## src/rtl/tartaruga_pkg.sv

```systemverilog
// Shared types and constants for the tartaruga execute-stage multiply/divide unit.
package tartaruga_pkg;

    typedef enum logic [2:0] {
        MUL    = 3'd0,
        MULH   = 3'd1,
        MULHSU = 3'd2,
        MULHU  = 3'd3,
        DIV    = 3'd4,
        DIVU   = 3'd5,
        REM    = 3'd6,
        REMU   = 3'd7
    } muldiv_op_t;

    typedef enum logic [1:0] {
        IDLE,
        CALC,
        DONE
    } muldiv_state_t;

    localparam int          MULDIV_ITERS = 32;
    localparam logic [31:0] DIV_ZERO_Q   = 32'hFFFF_FFFF;
    localparam logic [31:0] INT_MIN      = 32'h8000_0000;

    function automatic logic op_is_div(muldiv_op_t op);
        return op inside {DIV, DIVU, REM, REMU};
    endfunction

    function automatic logic op_is_rem(muldiv_op_t op);
        return op inside {REM, REMU};
    endfunction

    // MULHSU is the odd one out: rs1 is signed, rs2 is unsigned.
    function automatic logic op_rs1_signed(muldiv_op_t op);
        return op inside {MULH, MULHSU, DIV, REM};
    endfunction

    function automatic logic op_rs2_signed(muldiv_op_t op);
        return op inside {MULH, DIV, REM};
    endfunction

endpackage

```

## src/rtl/exe_muldiv_if.sv

```systemverilog
// Request/response bundle between the execute-stage issue logic (master) and the mul/div unit (slave).
interface exe_muldiv_if import tartaruga_pkg::*; #(
    parameter int XLEN = 32
) ();

    logic            req_valid_i;
    logic            req_ready_o;
    muldiv_op_t      op_i;
    logic [XLEN-1:0] rs1_i;
    logic [XLEN-1:0] rs2_i;
    logic            kill_i;
    logic            rsp_valid_o;
    logic            rsp_ready_i;
    logic [XLEN-1:0] result_o;
    logic            busy_o;

    modport master (
        output req_valid_i, op_i, rs1_i, rs2_i, kill_i, rsp_ready_i,
        input  req_ready_o, rsp_valid_o, result_o, busy_o
    );

    modport slave (
        input  req_valid_i, op_i, rs1_i, rs2_i, kill_i, rsp_ready_i,
        output req_ready_o, rsp_valid_o, result_o, busy_o
    );

endinterface

```

## src/rtl/muldiv_sign_fix.sv

```systemverilog
// Combinational sign handling: operand magnitudes on accept, result negation/selection on the final iteration.
module muldiv_sign_fix import tartaruga_pkg::*; (
    input  muldiv_op_t  acc_op_i,
    input  logic [31:0] rs1_i,
    input  logic [31:0] rs2_i,
    output logic [31:0] mag1_o,
    output logic [31:0] mag2_o,
    output logic        res_neg_o,
    output logic        rem_neg_o,
    input  muldiv_op_t  fix_op_i,
    input  logic        res_neg_i,
    input  logic        rem_neg_i,
    input  logic [63:0] prod_i,
    input  logic [31:0] quot_i,
    input  logic [31:0] rem_i,
    output logic [31:0] result_o
);

    logic        neg1;
    logic        neg2;
    logic [63:0] prod_fix;
    logic [31:0] quot_fix;
    logic [31:0] rem_fix;

    always_comb begin
        neg1      = op_rs1_signed(acc_op_i) && rs1_i[31];
        neg2      = op_rs2_signed(acc_op_i) && rs2_i[31];
        // INT_MIN negates to itself, which is exactly its unsigned magnitude.
        mag1_o    = neg1 ? -rs1_i : rs1_i;
        mag2_o    = neg2 ? -rs2_i : rs2_i;
        res_neg_o = neg1 ^ neg2;
        rem_neg_o = neg1;
    end

    always_comb begin
        prod_fix = res_neg_i ? -prod_i : prod_i;
        quot_fix = res_neg_i ? -quot_i : quot_i;
        rem_fix  = rem_neg_i ? -rem_i  : rem_i;
        unique case (fix_op_i)
            MUL:                 result_o = prod_fix[31:0];
            MULH, MULHSU, MULHU: result_o = prod_fix[63:32];
            DIV, DIVU:           result_o = quot_fix;
            default:             result_o = rem_fix;
        endcase
    end

endmodule

```

## src/rtl/exe_muldiv.sv

```systemverilog
// Iterative RV32M multiply/divide unit: shift-add multiply, restoring divide, one bit per cycle.
// Define TARTARUGA_MULDIV_FAST_MUL_EN to complete MUL-class ops in one cycle on a 33x33 multiplier.
module exe_muldiv import tartaruga_pkg::*; #(
    parameter int XLEN = 32
) (
    input  logic         clk_i,
    input  logic         rst_i,
    exe_muldiv_if.slave  bus
);

    muldiv_state_t   state_q, state_d;
    logic [5:0]      cnt_q, cnt_d;
    muldiv_op_t      op_q, op_d;
    logic [63:0]     acc_q, acc_d;
    logic [31:0]     rem_q, rem_d;
    logic [31:0]     opb_q, opb_d;
    logic            res_neg_q, res_neg_d;
    logic            rem_neg_q, rem_neg_d;
    logic [XLEN-1:0] result_q, result_d;

    logic        accept;
    logic [31:0] mag1, mag2;
    logic        acc_res_neg, acc_rem_neg;
    logic [31:0] fix_result;

    logic        fast_div_zero, fast_div_ovf;
    logic [31:0] fast_div_res;
    logic        fast_mul;
    logic [31:0] fast_mul_res;

    logic [32:0] mul_sum;
    logic [63:0] mul_acc;
    logic [32:0] rem_sh;
    logic [31:0] div_trial;
    logic        div_ge;
    logic [63:0] step_acc;
    logic [31:0] step_rem;

    assign bus.req_ready_o = (state_q == IDLE) && !rst_i;
    assign bus.busy_o      = (state_q != IDLE);
    assign bus.rsp_valid_o = (state_q == DONE);
    assign bus.result_o    = result_q;

    assign accept = bus.req_ready_o && bus.req_valid_i && !bus.kill_i;

    muldiv_sign_fix u_sign_fix (
        .acc_op_i  (bus.op_i),
        .rs1_i     (bus.rs1_i),
        .rs2_i     (bus.rs2_i),
        .mag1_o    (mag1),
        .mag2_o    (mag2),
        .res_neg_o (acc_res_neg),
        .rem_neg_o (acc_rem_neg),
        .fix_op_i  (op_q),
        .res_neg_i (res_neg_q),
        .rem_neg_i (rem_neg_q),
        .prod_i    (step_acc),
        .quot_i    (step_acc[31:0]),
        .rem_i     (step_rem),
        .result_o  (fix_result)
    );

    always_comb begin
        fast_div_zero = op_is_div(bus.op_i) && (bus.rs2_i == '0);
        fast_div_ovf  = (bus.op_i inside {DIV, REM}) && (bus.rs1_i == INT_MIN) && (bus.rs2_i == '1);
        if (fast_div_zero) fast_div_res = op_is_rem(bus.op_i) ? bus.rs1_i : DIV_ZERO_Q;
        else               fast_div_res = op_is_rem(bus.op_i) ? '0 : INT_MIN;
    end

`ifdef TARTARUGA_MULDIV_FAST_MUL_EN
    logic signed [32:0] fm_a, fm_b;
    logic signed [63:0] fm_prod;

    assign fm_a         = {op_rs1_signed(bus.op_i) && bus.rs1_i[31], bus.rs1_i};
    assign fm_b         = {op_rs2_signed(bus.op_i) && bus.rs2_i[31], bus.rs2_i};
    assign fm_prod      = 64'(fm_a) * 64'(fm_b);
    assign fast_mul     = !op_is_div(bus.op_i);
    assign fast_mul_res = (bus.op_i == MUL) ? fm_prod[31:0] : fm_prod[63:32];
`else
    assign fast_mul     = 1'b0;
    assign fast_mul_res = '0;
`endif

    // One iteration step. Multiply keeps the multiplier in acc[31:0] and shifts the
    // product in from the top; divide shifts the dividend out of acc[31:0] and the quotient in.
    always_comb begin
        mul_sum   = {1'b0, acc_q[63:32]} + (acc_q[0] ? {1'b0, opb_q} : 33'd0);
        mul_acc   = {mul_sum, acc_q[31:1]};
        rem_sh    = {rem_q, acc_q[31]};
        div_ge    = (rem_sh >= {1'b0, opb_q});
        div_trial = rem_sh[31:0] - opb_q;
        if (op_is_div(op_q)) begin
            step_acc = {acc_q[63:32], acc_q[30:0], div_ge};
            step_rem = div_ge ? div_trial : rem_sh[31:0];
        end else begin
            step_acc = mul_acc;
            step_rem = rem_q;
        end
    end

    // NOTE: every variable gets its hold value before the case, so no path leaves one unassigned and no latch is inferred.
    always_comb begin
        state_d   = state_q;
        cnt_d     = cnt_q;
        op_d      = op_q;
        acc_d     = acc_q;
        rem_d     = rem_q;
        opb_d     = opb_q;
        res_neg_d = res_neg_q;
        rem_neg_d = rem_neg_q;
        result_d  = result_q;

        unique case (state_q)
            IDLE: begin
                if (accept) begin
                    op_d      = bus.op_i;
                    acc_d     = {32'd0, mag1};
                    rem_d     = '0;
                    opb_d     = mag2;
                    res_neg_d = acc_res_neg;
                    rem_neg_d = acc_rem_neg;
                    cnt_d     = '0;
                    if (fast_div_zero || fast_div_ovf) begin
                        state_d  = DONE;
                        result_d = fast_div_res;
                    end else if (fast_mul) begin
                        state_d  = DONE;
                        result_d = fast_mul_res;
                    end else begin
                        state_d = CALC;
                    end
                end
            end
            CALC: begin
                if (bus.kill_i) begin
                    state_d = IDLE;
                end else begin
                    acc_d = step_acc;
                    rem_d = step_rem;
                    cnt_d = cnt_q + 6'd1;
                    if (cnt_q == 6'(MULDIV_ITERS - 1)) begin
                        state_d  = DONE;
                        result_d = fix_result;
                    end
                end
            end
            DONE: begin
                if (bus.kill_i || bus.rsp_ready_i) state_d = IDLE;
            end
            default: state_d = IDLE;
        endcase
    end

    // NOTE: sequential state uses non-blocking assignments so every register samples pre-edge values.
    always_ff @(posedge clk_i) begin
        if (rst_i) begin
            state_q  <= IDLE;
            result_q <= '0;
        end else begin
            state_q  <= state_d;
            result_q <= result_d;
        end
    end

    // NOTE: datapath registers carry no reset; they are always loaded on accept before being read.
    always_ff @(posedge clk_i) begin
        cnt_q     <= cnt_d;
        op_q      <= op_d;
        acc_q     <= acc_d;
        rem_q     <= rem_d;
        opb_q     <= opb_d;
        res_neg_q <= res_neg_d;
        rem_neg_q <= rem_neg_d;
    end

endmodule
```

## src/flat_wrapper.sv

```systemverilog
// flat-port wrapper written by rule: the top's interface ports become plain ports
module exe_muldiv_flat import tartaruga_pkg::*;
#(
    parameter int XLEN = 32
)
  (clk_i, rst_i, bus_req_valid_i, bus_op_i, bus_rs1_i, bus_rs2_i, bus_kill_i, bus_rsp_ready_i, bus_req_ready_o, bus_rsp_valid_o, bus_result_o, bus_busy_o);
  exe_muldiv_if #(.XLEN(XLEN)) bus_i ();
  input  logic clk_i;
  input  logic rst_i;
  input wire logic [$bits(bus_i.req_valid_i)-1:0] bus_req_valid_i;
  input wire logic [$bits(bus_i.op_i)-1:0] bus_op_i;
  input wire logic [$bits(bus_i.rs1_i)-1:0] bus_rs1_i;
  input wire logic [$bits(bus_i.rs2_i)-1:0] bus_rs2_i;
  input wire logic [$bits(bus_i.kill_i)-1:0] bus_kill_i;
  input wire logic [$bits(bus_i.rsp_ready_i)-1:0] bus_rsp_ready_i;
  output wire logic [$bits(bus_i.req_ready_o)-1:0] bus_req_ready_o;
  output wire logic [$bits(bus_i.rsp_valid_o)-1:0] bus_rsp_valid_o;
  output wire logic [$bits(bus_i.result_o)-1:0] bus_result_o;
  output wire logic [$bits(bus_i.busy_o)-1:0] bus_busy_o;
  assign bus_i.req_valid_i = bus_req_valid_i;
  assign bus_i.op_i = bus_op_i;
  assign bus_i.rs1_i = bus_rs1_i;
  assign bus_i.rs2_i = bus_rs2_i;
  assign bus_i.kill_i = bus_kill_i;
  assign bus_i.rsp_ready_i = bus_rsp_ready_i;
  assign bus_req_ready_o = bus_i.req_ready_o;
  assign bus_rsp_valid_o = bus_i.rsp_valid_o;
  assign bus_result_o = bus_i.result_o;
  assign bus_busy_o = bus_i.busy_o;
  exe_muldiv #(.XLEN(XLEN)) u_core (.clk_i(clk_i), .rst_i(rst_i), .bus(bus_i));
endmodule
```

## config.mk

```make
export PLATFORM = sky130hd
export DESIGN_NAME = exe_muldiv_flat
export DESIGN_NICKNAME = d
export VERILOG_FILES = /design/src/rtl/tartaruga_pkg.sv /design/src/rtl/exe_muldiv_if.sv /design/src/rtl/muldiv_sign_fix.sv /design/src/rtl/exe_muldiv.sv /design/src/flat_wrapper.sv
export SDC_FILE = /design/constraint.sdc
export NUM_CORES = 1
export LEC_CHECK = 0
export CAP_MARGIN = 30
export CORE_MARGIN = 3
export CORE_UTILIZATION = 62
export CTS_CLUSTER_DIAMETER = 150
export DETAILED_ROUTE_END_ITERATION = 16
export PLACE_DENSITY = 0.81
export SETUP_SLACK_MARGIN = 0.15
export SLEW_MARGIN = 20
export SYNTH_ARGS = -nofsm -noshare
export SYNTH_HDL_FRONTEND = slang
export SYNTH_HIERARCHICAL = 1
export SYNTH_SLANG_ARGS = --single-unit
export TNS_END_PERCENT = 10
```

## constraint.sdc

```tcl
create_clock -name clk_i -period 13.5 [get_ports clk_i]
set_clock_uncertainty 0.2 [all_clocks]
set_input_delay 1.35 -clock clk_i [delete_from_list [all_inputs] [get_ports clk_i]]
set_output_delay 1.35 -clock clk_i [all_outputs]
set_load 0.02 [all_outputs]
```

==> results.cfg <==
[status]
status = finished clean

[cells_and_area]
layout_common_cells = nand2_1 (243), nor2_1 (184), a21oi_1 (145)
drive_gt1_share_pct = 7.22
layout.nets = 2333
syn_to_final_growth_pct = 10.2
fin_util_pct = 70.5
fin_cells = 2574
mostFrequentLayoutCell = nand2_1
antenna_cells = 0
nFillCells = 2194
fin_area_um2 = 19300

[critical_path]
reg2regPathDepth = 18
worstPathRequired_ns = 13.59
critical_path.startpoint = u_core/rem_q[5]
end_kind = flip-flop
r2r_setup_slack_ns = 6.88
timing.rr.end = u_core/bus.result_o[10]
critPathMaxFanout = 15
startpoint_type = flip-flop
criticalPathCategory = flip-flop to flip-flop
critPathArrivalTime_ns = 6.72
timing.rr.start = u_core/rem_q[5]

[drt]
dr.pass1.iters = 6
top_layer = met4
wl_met2_um = 27200
drc = 0
dr.first_iter.drc_count = 2911
wl_um = 64900
wl_met3_um = 9070
postRouteAntennaNets = 0
drt-wirelength-per-cell_um = 25.2
routed_via_density = 7.11
met1_length_um = 25900
vias = 18300

[synth]
synthDistinctLibCells = 108
ys_ff_latch = 173
synth_area_um2 = 17500
synth_flop_cell = edfxtp_1
async_reset_ff_share_pct = 0
synth_nets = 2310
synth-edff-count = 139
syn_area_per_cell_um2 = 8.10
syn_inst = 2166
yosys_warnings = 6
yosysSeqAreaShare_pct = 27.7

[clock_tree]
ctsRootBufferMaster = clkbuf_16
cts_buffers = 17
post_cts_buffers = 0
clock_latency_ns = 0.45
cts_tree = done
htree_num_levels = 4
cts.clk_slew.worst_paths_ns = 0.07
hold_buffers = 0
clk_path_buf_depth = 2
cts_resized = 0
clock_sinks = 173

[power_and_ir_drop]
ir_worst_vdd_v = 0.0000693
leakage_nw = 6.86
pwr_density_cell_nw_per_um2 = 132

[place]
place_area_um2 = 18800
hpwl_um = 48500
placedCellCount = 2541
port_buffers = 106
place_congestion = 1.06

[timing]
min_period_over_period_pct = 49.1
fmax_mhz = 151
rsz0062_at_grt = false
tightest_slew_ns = 1.00
period_needed_ns = 6.62
tns_ns = 0
finalHoldViolCount = 0
final-setup-viol-count = 0
final_max_slew_viol_count = 0
relSlewSlack_pct = 32.4
timing.hold.ws_ns = 0.274

[global_routing]
grt_max_degree = 91
grtUsageTotal_pct = 40.9
grt_overflow_total = 0
antenna_found_initial = 1
grt_pass1_wl_um = 97200
first_global_vias = 16400

[floorplan]
start_util_pct = 64.0
dieHeight_um = 174
coreArea_um2 = 27400
die_area_um2 = 30300
pin_count = 107
die_x_um = 174
num_rows = 60

[worst_hold_path]
hp-start = u_core/bus.result_o[31]
hp-class = flip-flop to flip-flop
worstHoldEndpoint = u_core/bus.result_o[31]
hold_depth = 2

[run]
max_cap_violations = 0
[registers in the layout, summed over array words and instances, names as in the netlist]
| register | flops |
|---|---|
| u_core/bus.result_o | 32 |
| u_core/acc_q | 64 |
| u_core/op_q | 3 |
| u_core/state_q | 2 |
| u_core/cnt_q | 6 |
| u_core/res_neg_q | 1 |
| u_core/opb_q | 32 |
| u_core/rem_q | 32 |
| u_core/rem_neg_q | 1 |
[through the flow]
stage / setup WS, ns / power [W]
floorplan: 3.32 / 0.00162
global placement: 7.21 / 0.00196
detailed placement: 7.29 / 0.00199
CTS: 7.17 / 0.00248
global route: 6.74 / 0.00264
finish: 6.88 / 0.00254
[logic make-up (layout without fill, tap and decap cells)]
| family | count (synthesis) | after routing | synth area share [%] |
|---|---|---|---|
| multiplexers | 65 | 65 | 3.99 |
| AO/OA/AOI/OAI | 600 | 600 | 23.1 |
| buffers and inverters | 207 | 243 | 4.92 |
| flip-flops | 173 | 173 | 27.7 |
| XOR/XNOR | 227 | 227 | 11.3 |
| AND/OR/NAND/NOR | 822 | 822 | 23.8 |
| adder cells (fa/ha/maj) | 72 | 72 | 5.22 |
[power breakdown]
group	internal [W]	total (W)	switching, W
clock network	0.000244	0.000499	0.000255
registers	0.000688	0.000750	0.0000627
logic	0.000454	0.00129	0.000838
[cell usage after synthesis, types with 29 or more instances]
master    instances  share of area (%)
xnor2_1         138                6.9
mux2i_1          29                1.7
xor2_1           89                4.4
a21oi_1         145                4.1
clkbuf_1        106                2.3
nor4_1           46                1.6
nand3_1          47                1.3
edfxtp_1        139                 24
o41ai_1          29                1.4
dfxtp_1          34                3.9
inv_1            70                1.5
and2_1           60                2.1
o21ai_0         104                3.0
nor2_1          184                3.9
o31ai_1          50                2.1
a211oi_1         69                3.0
nor3_1           72                2.1
ha_1             70                5.0
mux2_2           35                2.2
nand2_1         243                5.2
[worst max path at each step]
stage	end	slack [ns]	cells after the start
global route	u_core/bus.result_o[10]	6.74	18
finish	u_core/bus.result_o[10]	6.88	18
CTS	u_core/bus.result_o[10]	7.17	18
detailed placement	u_core/bus.result_o[10]	7.29	18
global placement	u_core/bus.result_o[28]	7.21	17
floorplan	u_core/bus.result_o[0]	3.32	5
[metal layers]
| metal | track usage, % | vias to the layer above |
|---|---|---|
| met4 | 14.3 | 0 |
| met1 | 58.3 | 8569 |
| met3 | 10.6 | 196 |
| met5 | 0 | - |
| li1 | - | 8101 |
| met2 | 60.1 | 1447 |
[worst max-delay path: stages (launching register included)]
cell,delay [ns]
edfxtp_1,0.43
ha_1,0.42
a21o_1,0.23
a31o_2,0.28
a32oi_1,0.34
a21bo_1,0.21
a21oi_2,0.11
a21oi_2,0.74
a21oi_1,0.45
inv_1,0.14
ha_1,0.20
or4b_1,0.68
nor3_4,0.41
nand4_2,0.28
o21ai_0,0.44
xor2_1,0.31
o221ai_1,0.21
a21oi_1,0.28
a211oi_1,0.11
[layout make-up]
class / instances / area, µm² / share of cell area, %
Multi-Input combinational cell: 1786 / 11900 / 61.4
Sequential cell: 173 / 4850 / 25.1
Timing Repair Buffer: 140 / 1330 / 6.88
Tap cell: 372 / 465 / 2.41
Clock buffer: 19 / 437 / 2.26
Inverter: 71 / 267 / 1.38
Clock inverter: 13 / 110 / 0.570
No activity file was read; power rests on OpenSTA's default activity.
